<file path="src/rtl/dmem_pkg.sv">
// Shared types and lane-steering helpers for the data-memory SRAM initiator.
package dmem_pkg;

  typedef enum logic [1:0] {
    SZ_B = 2'b00,
    SZ_H = 2'b01,
    SZ_W = 2'b10,
    SZ_X = 2'b11
  } size_e;

  typedef enum logic [1:0] {
    IDLE  = 2'b00,
    ISSUE = 2'b01,
    WAIT  = 2'b10,
    RESP  = 2'b11
  } state_e;

  // Byte-lane write mask for a store of the given size at the given byte offset.
  function automatic logic [3:0] lane_mask(input size_e size, input logic [1:0] off);
    case (size)
      SZ_B:    lane_mask = 4'b0001 << off;
      SZ_H:    lane_mask = 4'b0011 << {off[1], 1'b0};
      SZ_W:    lane_mask = 4'hF;
      default: lane_mask = 4'h0;
    endcase
  endfunction

  // Right-aligned store data replicated across every lane it could land in.
  function automatic logic [31:0] lane_wdata(input size_e size, input logic [31:0] data);
    case (size)
      SZ_B:    lane_wdata = {4{data[7:0]}};
      SZ_H:    lane_wdata = {2{data[15:0]}};
      default: lane_wdata = data;
    endcase
  endfunction

  function automatic logic req_error(input size_e size, input logic [1:0] off);
    case (size)
      SZ_B:    req_error = 1'b0;
      SZ_H:    req_error = off[0];
      SZ_W:    req_error = (off != 2'b00);
      default: req_error = 1'b1;
    endcase
  endfunction

endpackage

</file>
<file path="src/rtl/dmem_load_align.sv">
// Combinational load path: shifts the SRAM word down to the addressed lane,
// truncates to the access size and sign- or zero-extends.
module dmem_load_align
  import dmem_pkg::*;
(
  input  logic [31:0] rd_word,
  input  logic [1:0]  offset,
  input  size_e       size,
  input  logic        is_unsigned,
  output logic [31:0] data
);

  logic [31:0] shifted;

  always_comb begin
    shifted = rd_word >> {offset, 3'b000};
    data    = shifted;
    case (size)
      SZ_B:    data = {{24{~is_unsigned & shifted[7]}}, shifted[7:0]};
      SZ_H:    data = {{16{~is_unsigned & shifted[15]}}, shifted[15:0]};
      default: data = shifted;
    endcase
  end

endmodule

</file>
<file path="src/rtl/dmem_sram_initiator.sv">
// LSU-facing initiator for the data SRAM: one decoupled request becomes one
// single-cycle SRAM access, followed by exactly one response.
module dmem_sram_initiator
  import dmem_pkg::*;
#(
  parameter int ADDR_WIDTH   = 13,
  parameter int DATA_WIDTH   = 32,
  parameter int READ_LATENCY = 1
) (
  input  logic                  clk_i,
  input  logic                  rst_i,
  input  logic                  req_valid_i,
  output logic                  req_ready_o,
  input  logic [31:0]           req_addr_i,
  input  logic                  req_we_i,
  input  logic [1:0]            req_size_i,
  input  logic                  req_unsigned_i,
  input  logic [31:0]           req_wdata_i,
  output logic                  rsp_valid_o,
  input  logic                  rsp_ready_i,
  output logic [31:0]           rsp_rdata_o,
  output logic                  rsp_err_o,
  output logic                  csb_o,
  output logic                  web_o,
  output logic [3:0]            wmask_o,
  output logic [ADDR_WIDTH-1:0] addr_o,
  output logic [DATA_WIDTH-1:0] wdata_o,
  input  logic [DATA_WIDTH-1:0] rdata_i
);

  localparam logic [2:0] LAT_LAST = 3'(READ_LATENCY - 1);

  state_e      state;
  logic [2:0]  lat_cnt;
  logic [1:0]  off_q;
  size_e       size_q;
  logic        uns_q;
  logic        we_q;
  size_e       req_size;
  logic [31:0] load_data;
  logic        unused_addr_bits;

  assign req_size         = size_e'(req_size_i);
  assign req_ready_o      = (state == IDLE);
  assign unused_addr_bits = ^req_addr_i[31:ADDR_WIDTH+2];

  dmem_load_align u_align (
    .rd_word     (rdata_i),
    .offset      (off_q),
    .size        (size_q),
    .is_unsigned (uns_q),
    .data        (load_data)
  );

  // Offset/size/sign of the accepted request are latched so the response
  // never depends on the request bus after acceptance.
  always_ff @(posedge clk_i or posedge rst_i) begin
    if (rst_i) begin
      state       <= IDLE;
      lat_cnt     <= 3'd0;
      off_q       <= 2'b00;
      size_q      <= SZ_B;
      uns_q       <= 1'b0;
      we_q        <= 1'b0;
      csb_o       <= 1'b1;
      web_o       <= 1'b1;
      wmask_o     <= 4'h0;
      addr_o      <= '0;
      wdata_o     <= '0;
      rsp_valid_o <= 1'b0;
      rsp_rdata_o <= 32'h0;
      rsp_err_o   <= 1'b0;
    end else begin
      case (state)
        IDLE: begin
          if (req_valid_i) begin
            off_q  <= req_addr_i[1:0];
            size_q <= req_size;
            uns_q  <= req_unsigned_i;
            we_q   <= req_we_i;
            if (req_error(req_size, req_addr_i[1:0])) begin
              rsp_valid_o <= 1'b1;
              rsp_err_o   <= 1'b1;
              rsp_rdata_o <= 32'h0;
              state       <= RESP;
            end else begin
              csb_o   <= 1'b0;
              web_o   <= ~req_we_i;
              wmask_o <= req_we_i ? lane_mask(req_size, req_addr_i[1:0]) : 4'h0;
              addr_o  <= req_addr_i[ADDR_WIDTH+1:2];
              if (req_we_i) begin
                wdata_o <= lane_wdata(req_size, req_wdata_i);
              end
              state <= ISSUE;
            end
          end
        end

        ISSUE: begin
          csb_o   <= 1'b1;
          web_o   <= 1'b1;
          wmask_o <= 4'h0;
          if (we_q) begin
            rsp_valid_o <= 1'b1;
            rsp_err_o   <= 1'b0;
            rsp_rdata_o <= 32'h0;
            state       <= RESP;
          end else begin
            lat_cnt <= 3'd0;
            state   <= WAIT;
          end
        end

        // rdata_i becomes valid READ_LATENCY cycles after the sampling edge.
        WAIT: begin
          if (lat_cnt == LAT_LAST) begin
            rsp_valid_o <= 1'b1;
            rsp_err_o   <= 1'b0;
            rsp_rdata_o <= load_data;
            state       <= RESP;
          end else begin
            lat_cnt <= lat_cnt + 3'd1;
          end
        end

        RESP: begin
          if (rsp_ready_i) begin
            rsp_valid_o <= 1'b0;
            state       <= IDLE;
          end
        end

        default: state <= IDLE;
      endcase
    end
  end

endmodule

</file>
<file path="config.mk">
export PLATFORM = sky130hd
export DESIGN_NAME = dmem_sram_initiator
export DESIGN_NICKNAME = d
export VERILOG_FILES = /design/src/rtl/dmem_pkg.sv /design/src/rtl/dmem_load_align.sv /design/src/rtl/dmem_sram_initiator.sv
export SDC_FILE = /design/constraint.sdc
export NUM_CORES = 1
export LEC_CHECK = 0
export CORE_MARGIN = 4
export CORE_UTILIZATION = 42
export CTS_BUF_LIST = sky130_fd_sc_hd__clkbuf_8
export DETAILED_ROUTE_END_ITERATION = 12
export HOLD_SLACK_MARGIN = 0.08
export PLACE_DENSITY = 0.79
export RECOVER_POWER = 25
export SYNTH_ARGS = -nofsm -noshare
export SYNTH_HDL_FRONTEND = slang
export SYNTH_HIERARCHICAL = 1
export SYNTH_SLANG_ARGS = --single-unit
export TNS_END_PERCENT = 100
</file>
<file path="constraint.sdc">
create_clock -name clk_i -period 3.2 [get_ports clk_i]
set_input_delay 0.64 -clock clk_i [delete_from_list [all_inputs] [get_ports clk_i]]
set_output_delay 0.64 -clock clk_i [all_outputs]
set_load 0.005 [all_outputs]
</file>
==> impl_metrics.tcl <==
set metrics [dict create \
    commonest_cells_in_the_synthesized_netlist "94 x sky130_fd_sc_hd__dfrtp_1, 74 x sky130_fd_sc_hd__mux2i_1, 62 x sky130_fd_sc_hd__nand2_1, 44 x sky130_fd_sc_hd__inv_1, 36 x sky130_fd_sc_hd__a21oi_1" \
    synth.distinct_cells 46 \
    post-layout-total-power_uw 6160 \
    sequential_share_of_the_synthesized_area_pct 45.7 \
    max-clock-path-buffers 2 \
    total_number_of_yosys_warnings 6 \
    timing.setup.critical_path_class "reg -> out" \
    row_count 40 \
    cts.htree.levels 3 \
    hold_violations 0 \
    cts_setup_buffers 0 \
    fraction_of_the_mapped_netlist_area_in_compound_gates_pct 14.1 \
    max_transition_margin_pct -26.2 \
    die-width_um 120 \
    synth_nets 630 \
    synth_simple_gate_area_share_pct 10.9 \
    synth_edf_count 0 \
    total_track_usage_pct 20.4 \
    post_synth_fa_ha_maj_area_fraction_pct 1.90 \
    drive_above_1_share_pct 11.6 \
    maxCapViolations 1 \
    fin_ws_ns 0.665 \
    holdCritPathClass "reg -> reg" \
    grt_pass1_vias 4585 \
    core_region_area_sq_um 12200 \
    period_needed_ns 2.54 \
    io_buffer_count 172 \
    wl_per_cell_um 17.1 \
    outcome "finished, violations left" \
    clkSlewWorstSetupHoldPaths_ns 0.09 \
    synth-xor-area-share_pct 0.166 \
    grt_start_max_net_pins 58 \
    worst_skew_pair.late_latency_ns 0.38 \
    max_slew.worst_pin.slew_ns 1.89 \
    synth.top_cells.by_area "sky130_fd_sc_hd__dfrtp_1 45%, sky130_fd_sc_hd__mux2i_1 14%, sky130_fd_sc_hd__mux2_2 5.6%, sky130_fd_sc_hd__nand2_1 4.4%, sky130_fd_sc_hd__a21oi_1 3.4%" \
    area_growth_pct 39.2 \
    cts_hold_buffers 0 \
    fin_tns_setup_ns 0 \
    design.portCount 190 \
    timing.final.setup_violations 0 \
    ctsResizeCount 0 \
    dr_total_vias 4412 \
    clock_tree.root_cell "sky130_fd_sc_hd__clkbuf_8" \
    power.static_leakage_uw 0.00319 \
    p_per_area_nw_per_um2 841 \
    number_of_antenna_violating_nets_in_the_routed_design 0 \
    initial_cell_density_of_the_core_pct 43.3 \
    critPathArrivalTime_ns 1.90 \
    rsz_0062_raised_after_global_routing "false" \
    crit_path_launch_type "register" \
    grt_first_pass_wirelength_um 23300 \
    routabilityCongestion 0.895 \
    num-fill-cells 1035 \
    cp.required_ns 2.56 \
    drtPass1Iterations 5 \
    tritoncts_clock_tree "built" \
    synthesis.area_sq_um 5260 \
    slew_violations 47 \
    floorplan.die.height_um 120 \
    clock-skew-final_ns 0.00511 \
    detailedPlacementHpwl_um 10600 \
    tritoncts_num_sinks 96 \
    finish.net_count 790 \
    crit_path_end_kind "output pin" \
    timing.final.crit_share_pct 79.2 \
    detail_route.drc_violations 0 \
    timing.fmax_ghz 0.394 \
    global_route.overflow_total 0 \
    synth.mux.area_fraction_pct 20.2 \
    synth.ff_latch_count 96 \
    asyncSetResetFlopFracSynth_pct 100 \
    synth.largest_area_cell "sky130_fd_sc_hd__dfrtp_1" \
    ys.flop_type "sky130_fd_sc_hd__dfrtp_1" \
    synthCells 518 \
    first_iter_violations 275 \
    finalWirelength_um 14500 \
    grt_antenna_before_repair 0 \
    vdd_ir_max_v 0.000540 \
    failing_checks "capacitance limit, slew limit" \
    synth_top_family_by_area "multiplexers" \
    pre_cts_ws_ns 0.677 \
    num_antenna_cells 0 \
    worst-path-max-fanout 9 \
    final.hold.worst_slack_ns 0.487 \
    syn-mean-instance-area_sq_um 10.2 \
    postLayoutCoreUtil_pct 60.2 \
    synth_top_area_share_pct 44.7 \
    vias_per_cell 5.18 \
    cts-buffers-inserted 9 \
    fp.dieArea_sq_um 14400 \
    most_frequently_used_cell_type_in_the_post_synthesis_netlist "sky130_fd_sc_hd__dfrtp_1" \
]
-- state kept, by name, summed over array words and instances, names as in the netlist, 2 cells and up --
name         count
size_q           2
rsp_rdata_o     32
addr_o          13
wmask_o          4
lat_cnt          3
off_q            2
state            2
wdata_o         32
-- final cells by class --
class / count / area (sq um) / share of cell area, %
clock buffer: 11 / 151 / 2.07
clock inverter: 5 / 62.6 / 0.854
inverter: 45 / 169 / 2.31
multi-input combinational: 345 / 2500 / 34.1
sequential: 96 / 2400 / 32.8
tap: 168 / 210 / 2.87
timing repair buffer: 181 / 1830 / 24.9
-- cells by family (layout without fill, tap and decap cells) --
| family | Yosys count | in the layout |
|---|---|---|
| multiplexers | 102 | 102 |
| flip-flops | 96 | 96 |
| XOR/XNOR | 1 | 1 |
| AND/OR/NAND/NOR | 121 | 121 |
| adder cells (fa/ha/maj) | 8 | 8 |
| buffers and inverters | 77 | 242 |
| AO/OA/AOI/OAI | 113 | 113 |
-- metal layers --
layer / wire [um] / up-vias / global-route usage [%]
li1: - / 2097 / -
met1: 5880 / 2117 / 24.6
met2: 6680 / 183 / 32.5
met3: 1790 / 15 / 9.00
met4: 186 / 0 / 7.02
met5: 0 / - / 0
-- report_power, final --
| group | switching (uW) | total (uW) | internal (uW) |
|---|---|---|---|
| registers | 287 | 1980 | 1700 |
| logic | 1560 | 3310 | 1750 |
| clock network | 456 | 864 | 408 |
| total | 2300 | 6160 | 3860 |
-- layout by cell type, fill, tap and decap left out, drive strengths merged, types with 2 or more instances in the layout --
cell type | netlist | final
o31ai | 4 | 4
a211oi | 7 | 7
nor2 | 20 | 20
inv | 45 | 46
ha | 8 | 8
a221oi | 3 | 3
mux2i | 74 | 74
clkbuf | 9 | 11
o22ai | 9 | 9
nand2 | 63 | 63
a32oi | 2 | 2
clkinvlp | 0 | 2
clkdlybuf4s50 | 0 | 171
a21o | 2 | 2
or2 | 10 | 10
dfstp | 2 | 2
nand3 | 9 | 9
dfrtp | 94 | 94
o21ai | 35 | 35
o2bb2ai | 9 | 9
mux2 | 28 | 28
nor2b | 10 | 10
buf | 23 | 9
a221o | 2 | 2
nand2b | 4 | 4
a21oi | 37 | 37
-- through the flow --
step	cell area (sq um)	instances
4_1_cts	7330	851
2_1_floorplan	5260	518
6_report	7330	851
3_3_place_gp	7110	835
5_1_grt	7330	851
3_5_place_dp	7110	835
-- critical path, cell delays in order, from the launching register on --
cell and delay (ns):
sky130_fd_sc_hd__dfrtp_1 0.43, sky130_fd_sc_hd__inv_1 0.16, sky130_fd_sc_hd__ha_1 0.35, sky130_fd_sc_hd__clkdlybuf4s50_1 0.58
-- final timing paths --
kind | startpoint | end | slack, ns | cells past startpoint
worst min register to register | wdata_o[11] | wdata_o[11] | 0.49 | 2
worst min-delay path | wdata_o[11] | wdata_o[11] | 0.49 | 2
max in group asynchronous | rst_i | csb_o | 0.75 | 3
worst max-delay path | state[0] | req_ready_o | 0.66 | 3
min in group asynchronous | rst_i | rsp_rdata_o[11] | 1.32 | 2
worst max register to register | state[0] | wmask_o[0] | 1.11 | 7
Note: power is estimated with default switching activity, not from simulation.
